File: config.mk
export PLATFORM = sky130hd
export DESIGN_NAME = multiplier_seq_hs_flat
export DESIGN_NICKNAME = d
export VERILOG_FILES = /design/src/rtl/multiplier_seq_hs_pkg.sv /design/src/rtl/multiplier_seq_hs_if.sv /design/src/rtl/multiplier_seq_hs_step.sv /design/src/rtl/multiplier_seq_hs.sv /design/src/flat_wrapper.sv
export SDC_FILE = /design/constraint.sdc
export NUM_CORES = 1
export LEC_CHECK = 0
export BUFFER_PORTS_ARGS = -buffer_cell sky130_fd_sc_hd__buf_2
export CELL_PAD_IN_SITES_DETAIL_PLACEMENT = 0
export CELL_PAD_IN_SITES_GLOBAL_PLACEMENT = 1
export CORE_ASPECT_RATIO = 1.75
export CORE_UTILIZATION = 46
export DETAILED_ROUTE_END_ITERATION = 10
export GPL_TIMING_DRIVEN = 0
export PLACE_DENSITY_LB_ADDON = 0.1
export SLEW_MARGIN = 40
export SYNTH_ARGS = -nofsm -noshare
export SYNTH_HDL_FRONTEND = slang
export SYNTH_SLANG_ARGS = --single-unit
File: constraint.sdc
create_clock -name clk -period 3.9 [get_ports clk]
set_clock_uncertainty 0.15 [all_clocks]
set_input_delay 0.195 -clock clk [delete_from_list [all_inputs] [get_ports clk]]
set_output_delay 0.195 -clock clk [all_outputs]
set_load 0.005 [all_outputs]
File: src/rtl/multiplier_seq_hs_pkg.sv
// Shared types and defaults for the sequential shift-and-add multiplier.
package mult_pkg;

    localparam int unsigned DEF_WIDTH = 8;

    typedef enum logic [1:0] {
        IDLE = 2'd0,
        CALC = 2'd1,
        DONE = 2'd2
    } mult_state_t;

endpackage

File: src/rtl/multiplier_seq_hs_if.sv
// Operand/product handshake bundle for multiplier_seq_hs.
interface multiplier_seq_hs_if
    import mult_pkg::*;
#(
    parameter int unsigned WIDTH = DEF_WIDTH
);
    logic               in_valid;
    logic               in_ready;
    logic [WIDTH-1:0]   A;
    logic [WIDTH-1:0]   B;
    logic               out_valid;
    logic               out_ready;
    logic [2*WIDTH-1:0] P;
    logic               busy;

    modport slave (
        input  in_valid, A, B, out_ready,
        output in_ready, out_valid, P, busy
    );

    modport master (
        output in_valid, A, B, out_ready,
        input  in_ready, out_valid, P, busy
    );
endinterface

File: src/rtl/multiplier_seq_hs_step.sv
// One combinational shift-and-add iteration.
module mult_shift_add_step
    import mult_pkg::*;
#(
    parameter int unsigned WIDTH = DEF_WIDTH
) (
    input  logic [2*WIDTH-1:0] acc,
    input  logic [2*WIDTH-1:0] mcand,
    input  logic [WIDTH-1:0]   mplier,
    output logic [2*WIDTH-1:0] acc_next,
    output logic [2*WIDTH-1:0] mcand_next,
    output logic [WIDTH-1:0]   mplier_next
);
    assign acc_next    = mplier[0] ? (acc + mcand) : acc;
    assign mcand_next  = mcand << 1;
    assign mplier_next = mplier >> 1;
endmodule

File: src/rtl/multiplier_seq_hs.sv
// Sequential unsigned multiplier: accept (A, B), iterate WIDTH times, hold P until taken.
module multiplier_seq_hs
    import mult_pkg::*;
#(
    parameter int unsigned WIDTH = DEF_WIDTH
) (
    input logic                clk,
    input logic                rst,
    multiplier_seq_hs_if.slave bus
);
    localparam int unsigned     CNT_W     = $clog2(WIDTH + 1);
    localparam logic [CNT_W-1:0] LAST_ITER = CNT_W'(WIDTH - 1);

    mult_state_t        state_q, state_d;
    logic [2*WIDTH-1:0] acc_q, acc_d;
    logic [2*WIDTH-1:0] mcand_q, mcand_d;
    logic [2*WIDTH-1:0] p_q, p_d;
    logic [WIDTH-1:0]   mplier_q, mplier_d;
    logic [CNT_W-1:0]   cnt_q, cnt_d;

    logic [2*WIDTH-1:0] acc_step, mcand_step;
    logic [WIDTH-1:0]   mplier_step;

    mult_shift_add_step #(
        .WIDTH(WIDTH)
    ) u_step (
        .acc        (acc_q),
        .mcand      (mcand_q),
        .mplier     (mplier_q),
        .acc_next   (acc_step),
        .mcand_next (mcand_step),
        .mplier_next(mplier_step)
    );

    always_comb begin
        state_d  = state_q;
        acc_d    = acc_q;
        mcand_d  = mcand_q;
        mplier_d = mplier_q;
        cnt_d    = cnt_q;
        p_d      = p_q;
        case (state_q)
            IDLE: begin
                // in_ready is high throughout IDLE, so in_valid alone completes the handshake
                if (bus.in_valid) begin
                    mcand_d  = {{WIDTH{1'b0}}, bus.A};
                    mplier_d = bus.B;
                    acc_d    = '0;
                    cnt_d    = '0;
                    state_d  = CALC;
                end
            end
            CALC: begin
                acc_d    = acc_step;
                mcand_d  = mcand_step;
                mplier_d = mplier_step;
                cnt_d    = cnt_q + CNT_W'(1);
                if (cnt_q == LAST_ITER) begin
                    p_d     = acc_step;
                    state_d = DONE;
                end
            end
            DONE: begin
                if (bus.out_ready) begin
                    state_d = IDLE;
                end
            end
            default: state_d = IDLE;
        endcase
    end

    always_ff @(posedge clk) begin
        if (rst) begin
            state_q  <= IDLE;
            acc_q    <= '0;
            mcand_q  <= '0;
            mplier_q <= '0;
            cnt_q    <= '0;
            p_q      <= '0;
        end else begin
            state_q  <= state_d;
            acc_q    <= acc_d;
            mcand_q  <= mcand_d;
            mplier_q <= mplier_d;
            cnt_q    <= cnt_d;
            p_q      <= p_d;
        end
    end

    assign bus.in_ready  = (state_q == IDLE);
    assign bus.out_valid = (state_q == DONE);
    assign bus.busy      = (state_q != IDLE);
    assign bus.P         = p_q;
endmodule

File: src/flat_wrapper.sv
// flat-port wrapper written by rule: the top's interface ports become plain ports
module multiplier_seq_hs_flat import mult_pkg::*;
#(
    parameter int unsigned WIDTH = DEF_WIDTH
)
  (clk, rst, bus_in_valid, bus_A, bus_B, bus_out_ready, bus_in_ready, bus_out_valid, bus_P, bus_busy);
  multiplier_seq_hs_if #(.WIDTH(WIDTH)) bus_i ();
  input logic clk;
  input logic rst;
  input wire logic [$bits(bus_i.in_valid)-1:0] bus_in_valid;
  input wire logic [$bits(bus_i.A)-1:0] bus_A;
  input wire logic [$bits(bus_i.B)-1:0] bus_B;
  input wire logic [$bits(bus_i.out_ready)-1:0] bus_out_ready;
  output wire logic [$bits(bus_i.in_ready)-1:0] bus_in_ready;
  output wire logic [$bits(bus_i.out_valid)-1:0] bus_out_valid;
  output wire logic [$bits(bus_i.P)-1:0] bus_P;
  output wire logic [$bits(bus_i.busy)-1:0] bus_busy;
  assign bus_i.in_valid = bus_in_valid;
  assign bus_i.A = bus_A;
  assign bus_i.B = bus_B;
  assign bus_i.out_ready = bus_out_ready;
  assign bus_in_ready = bus_i.in_ready;
  assign bus_out_valid = bus_i.out_valid;
  assign bus_P = bus_i.P;
  assign bus_busy = bus_i.busy;
  multiplier_seq_hs #(.WIDTH(WIDTH)) u_core (.clk(clk), .rst(rst), .bus(bus_i));
endmodule
==> out/metrics.yaml <==
timing:
  finalHoldViolations: 0
  whs_ns: 0.132
  worst-slew-pin-transition_ns: 0.708
  fmax_ghz: 0.360
  setup_tns_ns: 0
  slew_viol_final: 0
  rsz0062_at_grt: "false"
  maxSlewHeadroom_pct: 52.8
  fin_crit_ns: 2.78
  fin_crit_sh_pct: 71.2
  setup-violations-final: 0
cells_and_area:
  fin_nets: 525
  area_delta_synth_final_pct: 17.5
  antenna_cells: 0
  final_layout_size_suffix_gt1_share_pct: 11.8
  stdcell_area_um2: 4010
  postLayoutCoreUtil_pct: 55.8
logic_synthesis:
  synthFlopType: "dfxtp_1"
  synth-xor-area-share_pct: 1.28
  synth_area_um2: 3410
  synth_seq_area_share_pct: 36.4
  synth_edf_count: 0
  synthAdderAreaFrac_pct: 6.45
  synthArstFlopShare_pct: 0
  synth_top_family_by_area: "simple AND/OR/NAND/NOR gates"
  avgSynthCellArea_um2: 7.77
  ys_ff_latch: 62
  synth-compound-area-share_pct: 23.9
  synth_fp_nets: 476
  synthMuxAreaShare_pct: 2.13
  synthDistinctLibCells: 51
  yosys_warnings: 0
  syn_inst: 439
  yosys.area_share.simple_pct: 25.8
drt:
  ant_nets: 0
  drtPass1Iterations: 4
  drc: 0
  drtIter0Drc: 209
  wl_per_cell_um: 17.7
  vias: 3289
  routed_wl_um: 10200
  vias_per_cell: 5.70
setup_path:
  critical_path_class: "flop to flop"
  worstReg2RegStart: "u_core.mcand_q[0]"
  startpoint: "u_core.mcand_q[0]"
  end_kind: "flop"
  critPathRequiredTime_ns: 3.95
  critPathLaunchType: "flop"
  critPathMaxFanout: 4
  worst_ep_arrival_time_ns: 2.82
global_route:
  antenna_found_initial: 0
  grt_max_degree: 11
  grt.busiest_layer: "met2"
  grt_use_met2_pct: 53.5
  met3_usage_pct: 5.91
  grt_pass1_vias: 3154
  use_met1_pct: 28.3
  grt_pass1_wl_um: 15700
  track_usage_pct: 28.6
  overflow: 0
clock_tree:
  h-tree-depth: 3
  clock_sinks: 62
  cts_buffers: 9
  cts_max_path_buffers: 2
  clk_pin_slew_worst_paths_ns: 0.05
  ctsRootBufferMaster: "clkbuf_16"
  insertion_delay_ns: 0.33
  cts_tree: "built"
  postCtsSetupBuffers: 0
die:
  dieWidth_um: 67.1
  rows: 41
  start_util_pct: 47.5
  core_area_um2: 7180
  die-area_um2: 7780
  die_height_um: 116
  boundaryPins: 39
flow_run:
  maxCapViolCount: 0
placed_design:
  dp_hpwl_um: 7810
  gp_congestion: 0.979
  placed_area_um2: 3700
  port-buffer-count: 36
power:
  switchingPower_uw: 392
  max-vdd-ir-drop_mv: 0.357
  power_density_nw_per_um2: 406
  p_leak_nw: 1.72
  power_frac_seq_pct: 41.2
  p_int_mw: 1.24
  combPwrFrac_pct: 10.5
  pwr-share-clk_pct: 48.4
  switching_share_pct: 24.1
hold_path:
  hold_path.class: "input port to flop"
  min_from: "bus_A[1]"
outcome:
  status: "completed"
## cell families (layout without fill, tap and decap cells)
group / count (synthesis) / in the layout
AND/OR/NAND/NOR: 192 / 192
AO/OA/AOI/OAI: 122 / 122
flip-flops: 62 / 62
buffers and inverters: 34 / 86
adder cells (fa/ha/maj): 17 / 17
multiplexers: 7 / 7
XOR/XNOR: 5 / 5
## per-stage QoR
stage	cells	worst slack [ns]	power, mW
after floorplan	439	1.38	0.793
after global placement	561	1.14	0.849
after detailed placement	561	1.14	0.851
after CTS	577	1.12	1.64
after global routing	577	0.931	1.69
final	577	1.12	1.63
## worst paths after layout
path	endpoint	cells past startpoint	slack, ns
setup / recovery	u_core.bus.P[10]	8	1.12
hold / removal	u_core.mcand_q[1]	5	0.13
setup reg to reg	u_core.bus.P[10]	8	1.12
hold reg to reg	u_core.bus.P[2]	2	0.30
## layout by cell type (no fill, tap or decap), drive strengths merged, types with 5 or more instances in the layout
cell,instances
a211oi,17
a21o,9
a21oi,35
a22oi,16
buf,41
clkbuf,40
dfxtp,62
ha,16
mux2i,5
nand2,19
nand2b,5
nor2,100
nor2b,18
nor3,25
o21ai,17
or3,6
## power groups by stage
stage,Clock (mW),Sequential [mW],Combinational (mW)
after floorplan,0,0.676,0.117
after global placement,0,0.681,0.168
after detailed placement,0,0.682,0.169
after CTS,0.802,0.669,0.172
after global routing,0.825,0.672,0.190
final,0.787,0.670,0.170
## what timing repair did
item                      in CTS  in global routing
hold buffers                   2                  0
hold endpoints to repair       2                  0
resized for setup              0                  0
## synthesized netlist by cell type, drive strengths merged, types with 3 or more instances
| library cell | count | share of area [%] |
|---|---|---|
| nor2 | 100 | 11 |
| dfxtp | 62 | 36 |
| a21oi | 35 | 5.1 |
| clkbuf | 27 | 3.0 |
| nor3 | 25 | 3.7 |
| nand2 | 19 | 2.1 |
| nor2b | 18 | 3.3 |
| a211oi | 17 | 3.9 |
| o21ai | 17 | 2.5 |
| a22oi | 16 | 3.5 |
| ha | 16 | 5.9 |
| a21o | 9 | 2.0 |
| or3 | 6 | 1.2 |
| buf | 5 | 0.84 |
| mux2i | 5 | 1.5 |
| nand2b | 5 | 0.92 |
| nand3 | 4 | 0.59 |
| nand3b | 4 | 0.88 |
| nor4 | 4 | 0.73 |
| o21bai | 4 | 0.88 |
| xnor2 | 4 | 1.0 |
| a22o | 3 | 0.77 |
| a32oi | 3 | 0.77 |
| o31ai | 3 | 0.66 |
## cell type report
type,instances,area [µm²]
timing repair buffer,38,200
tap,86,108
clock buffer,13,260
sequential,62,1240
inverter,2,7.51
buffer,32,131
clock inverter,1,30.0
multi-input combinational,343,2030
fill,741,3170
## critical path: stages (launching register included)
cell,delay [ns]
dfxtp_1,0.34
ha_1,0.24
fa_1,0.44
a211oi_1,0.36
o21a_1,0.27
o21ai_0,0.11
a211o_1,0.35
a31oi_1,0.30
nor3_1,0.08
## per-layer routing
| metal | vias up | wire length (µm) |
|---|---|---|
| met3 | 23 | 365 |
| met5 | - | 0 |
| met4 | 0 | 400 |
| met2 | 65 | 5610 |
| met1 | 1529 | 3860 |
| li1 | 1672 | - |
## registers in the layout (all words and copies together), names as in the netlist
signal           flops
u_core.acc_q        16
u_core.bus.P        16
u_core.state_q       2
u_core.cnt_q         4
u_core.mplier_q      8
u_core.mcand_q      16
Power figures use the tool's default switching activity.
